--- config.mk ---
export PLATFORM = sky130hd
export DESIGN_NAME = filte_sched
export DESIGN_NICKNAME = d
export VERILOG_FILES = /design/src/rtl/filte_sched.sv
export SDC_FILE = /design/constraint.sdc
export NUM_CORES = 1
export LEC_CHECK = 0
export BUFFER_PORTS_ARGS = -buffer_cell sky130_fd_sc_hd__buf_2
export CORE_MARGIN = 2
export CORE_UTILIZATION = 51
export CTS_CLUSTER_SIZE = 12
export DETAILED_ROUTE_END_ITERATION = 8
export HOLD_SLACK_MARGIN = 0.1
export PLACE_DENSITY = 0.76
export SKIP_CTS_REPAIR_TIMING = 1
export SKIP_LAST_GASP = 1
export SYNTH_ARGS = -nofsm -noshare
export SYNTH_HDL_FRONTEND = slang
export SYNTH_SLANG_ARGS = --single-unit
--- constraint.sdc ---
create_clock -name clk -period 2.5 [get_ports clk]
set_input_delay 0.125 -clock clk [delete_from_list [all_inputs] [get_ports clk]]
set_output_delay 0.125 -clock clk [all_outputs]
set_load 0.005 [all_outputs]
--- src/rtl/filte_sched.sv ---
// Round-robin scheduler that time-shares one FILTE datapath among NCH ADPCM channels.
// Each service takes IDLE -> LOAD -> WB, with YL state held here and written back from f_ylp.
module filte_sched #(
    parameter int NCH = 4
) (
    input  logic              clk,
    input  logic              reset,
    input  logic [NCH-1:0]    req,
    input  logic [13*NCH-1:0] yup_bus,
    input  logic [NCH-1:0]    init,
    output logic [NCH-1:0]    ack,
    output logic [12:0]       f_yup,
    output logic [18:0]       f_yl,
    input  logic [18:0]       f_ylp,
    input  logic [2:0]        rd_sel,
    output logic [18:0]       yl_rd,
    output logic              busy
);

    localparam logic [18:0] YL_HOME = 19'h08800;
    localparam logic [3:0]  NCH_W   = 4'(NCH);

    typedef enum logic [1:0] {
        IDLE,
        LOAD,
        WB
    } state_t;

    state_t      state;
    logic [2:0]  cur_ch;
    logic [2:0]  rr_ptr;
    logic [18:0] yl_q [8];
    logic [12:0] yup_arr [8];
    logic [7:0]  req_ext;
    logic [7:0]  init_ext;
    logic [7:0]  ack_onehot;
    logic        grant_any;
    logic [2:0]  grant_ch;
    logic [3:0]  sum;

    assign req_ext    = 8'(req);
    assign init_ext   = 8'(init);
    assign ack_onehot = 8'b1 << cur_ch;

    // Channels beyond NCH read as zero so the 3-bit channel ids can index freely.
    for (genvar g = 0; g < 8; g++) begin : g_yup
        if (g < NCH) begin : g_used
            assign yup_arr[g] = yup_bus[13*g +: 13];
        end else begin : g_unused
            assign yup_arr[g] = '0;
        end
    end

    // Scan from farthest to nearest so the channel right after rr_ptr wins last.
    always_comb begin
        grant_any = 1'b0;
        grant_ch  = '0;
        sum       = '0;
        for (int k = NCH; k >= 1; k--) begin
            sum = {1'b0, rr_ptr} + 4'(k);
            if (sum >= NCH_W) begin
                sum = sum - NCH_W;
            end
            if (req_ext[sum[2:0]]) begin
                grant_any = 1'b1;
                grant_ch  = sum[2:0];
            end
        end
    end

    always_ff @(posedge clk or negedge reset) begin
        if (!reset) begin
            state  <= IDLE;
            ack    <= '0;
            busy   <= 1'b0;
            f_yup  <= '0;
            f_yl   <= YL_HOME;
            rr_ptr <= 3'(NCH - 1);
            cur_ch <= '0;
        end else begin
            ack <= '0;
            case (state)
                IDLE: begin
                    if (grant_any) begin
                        state  <= LOAD;
                        busy   <= 1'b1;
                        cur_ch <= grant_ch;
                        rr_ptr <= grant_ch;
                        f_yup  <= yup_arr[grant_ch];
                        f_yl   <= yl_q[grant_ch];
                    end
                end
                LOAD: begin
                    state <= WB;
                    ack   <= ack_onehot[NCH-1:0];
                end
                default: begin
                    state <= IDLE;
                    busy  <= 1'b0;
                end
            endcase
        end
    end

    // Homing wins over a write-back landing on the same edge.
    always_ff @(posedge clk or negedge reset) begin
        if (!reset) begin
            for (int c = 0; c < 8; c++) begin
                yl_q[c] <= YL_HOME;
            end
        end else begin
            for (int c = 0; c < NCH; c++) begin
                if (init_ext[c]) begin
                    yl_q[c] <= YL_HOME;
                end else if (state == LOAD && cur_ch == 3'(c)) begin
                    yl_q[c] <= f_ylp;
                end
            end
        end
    end

    assign yl_rd = ({1'b0, rd_sel} < NCH_W) ? yl_q[rd_sel] : '0;

endmodule

==> results.md <==
- Worst path arrival time: 3.00 ns
- Fmax: 378 MHz
- Final wirelength: 26100 um
- Initial antenna violation count: 0
- Syn Inst Count: 960
- Skew-Pair Late Insertion Delay: 0.43 ns
- Tcrit/Tclk final: 106%
- Final-report max-slew violation count: 0
- Max_cap viols: 0
- Initial core utilization: 51.5%
- Area Overhead vs Synth: 31.4%
- First-pass GRT wire length: 37800 um
- DP HPWL: 15300 um
- Sink Count: 120
- Post-Syn Area: 0.00774 mm2
- Synth Area in Compound Gates: 23.4%
- CTS tree: built
- CP Launch Type: flip-flop
- Total number of vias: 8360
- Drt initial violations: 780
- Critical-path maximum fanout: 28
- Largest net degree at the start of global routing: 75
- Non-filler cells, final: 1319
- Ports: 140
- Most common cell in the synthesized netlist: nand2_1
- Fin crit period: 2.65 ns
- Mux share of post-synthesis cell area: 10.6%
- Power density over cell area: 1490 mW/mm2
- Top-area cell type share of the netlist area: 34.9%
- Count of input and output buffers: 139
- Post-synthesis sequential area ratio: 39.0%
- Xor and xnor area share after synthesis: 0.113%
- Final setup vio count: 33
- Row Count: 45
- Gpl congestion: 0.860
- Worst Skew: 0.00491 ns
- Root Driver: clkbuf_16
- Crit path from: rr_ptr[0]$_DFFE_PN1P_
- Critical R2R Capture: f_yl[2]$_DFFE_PN0P_
- Area leader, netlist: dfrtp_1
- H-Tree Depth: 4
- Critical path's most frequent cell: mux2i_1
- CP max-delay cell: dfstp_4
- Status: finished with violations
- Filler cell count: 1189
- Failing checks: setup timing
- Adder-cell share of the synthesized area: 0.323%
- Setup TNS: -3.10 ns
- CP max stage delay: 0.65 ns
- Crit Path Category: reg2reg
- Largest family of logic cells by synthesized area: compound AO/OA/AOI/OAI gates
- Proportion of layout cells with a drive suffix above 1: 27.8%
- Yosys cell types: 34
- Core box area: 0.0150 mm2
- Die Width: 127 um
- Worst r2r src: rr_ptr[0]$_DFFE_PN1P_
- Antenna Nets Post-Route: 0
- WP buf/inv: 2
- EDFF count, synth: 0
- Final Core Density: 67.7%
- CP cell instances: inv_4 > ha_4 > mux2i_1 > nand2_1 > a22oi_2 > buf_6 > nand3_1 > a32oi_1 > mux2i_1 > o21ai_1
- GRT Residual Overflow: 0
- Placed insts: 1244
- WP depth: 10
- GRT Total Usage: 29.6%
- Critical path data required time: 2.85 ns
- Final hold violations: 0
- Largest cells by area after synthesis: dfrtp_1 (35%), nand2_1 (13%), a21oi_1 (8.5%)
- Vias/cell: 6.34
- Fin worst setup slack: -0.147 ns
- Relative slew slack: 48.2%
- Area of the multi-input gates: 0.00437 mm2
- Drt wl/cell: 19.8 um
- Synth Area in Simple Gates: 20.0%
- Antenna cell count: 0
- Setup slack, reg-to-reg: -0.15 ns
- Dpl cell area: 0.00880 mm2
- Clock Pin Slew Worst Setup and Hold Paths: 0.05 ns
- 1st-pass router iterations: 5
- Fin nets: 1204
- Synth Area per Inst: 8.07 um2
- CTS Buffer Depth: 2
- CP endpoint: f_yl[2]$_DFFE_PN0P_
- Vias in the first global route: 7353
- Worst-case vdd ir drop: 0.000961 V
- Worst Max-Slew Pin Slew: 0.777 ns
- Dominant synthesized flop cell: dfrtp_1
- Most frequent cells after synthesis: nand2_1 (258), a21oi_1 (132), dfrtp_1 (108)
- Final instance area: 0.0102 mm2
- CTS buffer count: 17
- Crit path capture type: flip-flop
- YS warnings: 76
- DR DRC count: 0
- Synth async-reset ratio: 100%
- Die Y: 127 um
- Hold crit path type: in2reg
- Synth Register Bits: 120
- Reg area: 0.00302 mm2
- Die area: 0.0162 mm2
- Lkg Pwr: 4.40 nW
- Family with the most delay on the worst path: compound AO/OA/AOI/OAI gates
- Reg2Reg Depth: 10
- Net Count, Synth: 1046
- RSZ-0062 raised after global routing: true
kinds of logic (layout without fill, tap and decap cells):
family,Yosys count,in the layout
AOI/OAI and AO/OA,308,308
and+or+nand+nor,363,363
buffers and inverters,108,279
adders and majority gates,2,2
xor gates and xnor gates,1,1
DFF,120,120
muxes,58,58
placed cells by master (no fill, tap or decap), drive strengths merged, types with 2 or more instances in the layout:
master	instances
nand2	258
buf	209
a21oi	132
dfrtp	108
o21ai	104
nand3	65
a32oi	64
mux2i	35
clkbuf	32
nor2b	22
dlygate4sd3	20
mux4	19
dfstp	12
inv	9
nand3b	8
clkinv	5
or2	4
mux2	4
bufinv	3
a222oi	2
and2	2
a22oi	2
nor2	2
ha	2
worst register-to-register path, cell delays in order, from the launching register on:
cell and delay (ns):
dfstp_4 0.65, inv_4 0.04, ha_4 0.28, mux2i_1 0.21, nand2_1 0.14, a22oi_2 0.31
buf_6 0.28, nand3_1 0.11, a32oi_1 0.27, mux2i_1 0.14, o21ai_1 0.14
routing by layer:
layer	vias up	global-route usage [%]	wire (um)
li1	3766	-	-
met1	3991	39.7	10000
met2	515	46.9	12600
met5	-	0	0
met3	88	5.82	2410
met4	0	13.3	1060
report_power, final:
| group | internal, mW | switching [mW] |
|---|---|---|
| clock | 1.61 | 0.892 |
| combinational | 4.44 | 5.29 |
| sequential | 2.52 | 0.393 |
sequential cells by signal (all words and copies together), names as in the netlist:
| register | flops |
|---|---|
| f_yup | 13 |
| f_yl | 19 |
| cur_ch | 3 |
| rr_ptr | 2 |
| yl_q | 76 |
| busy | 1 |
| state | 2 |
| ack | 4 |
worst min path at each step:
stage / startpoint / endpoint / slack, ns / depth (start not counted)
2_1_floorplan: reset / ack[0]$_DFF_PN0_ / -0.17 / 0
3_5_place_dp: reset / f_yup[11]$_DFFE_PN0P_ / 0.12 / 1
3_3_place_gp: reset / f_yup[11]$_DFFE_PN0P_ / 0.12 / 1
6_report: yup_bus[25] / f_yup[12]$_DFFE_PN0P_ / 0.13 / 5
5_1_grt: yup_bus[25] / f_yup[12]$_DFFE_PN0P_ / 0.15 / 5
4_1_cts: reset / f_yup[8]$_DFFE_PN0P_ / -0.33 / 1
layout make-up:
class	instances	area share, %
clock buffers	23	4.60
clock inverters	9	1.21
inverters	9	0.357
multi-input cells	732	43.0
flip-flops and latches	120	29.7
well taps	188	2.31
repair buffers	238	18.8
through the flow:
| stage | hold WS (ns) | power, mW | worst slack, ns |
|---|---|---|---|
| floorplan | -0.171 | 8.39 | 0.00819 |
| global placement | 0.115 | 10.4 | -0.0915 |
| detailed placement | 0.117 | 10.6 | -0.162 |
| CTS | -0.333 | 13.1 | -0.192 |
| global route | 0.154 | 16.0 | -0.256 |
| finish | 0.129 | 15.1 | -0.147 |
Power figures use the tool's default switching activity.
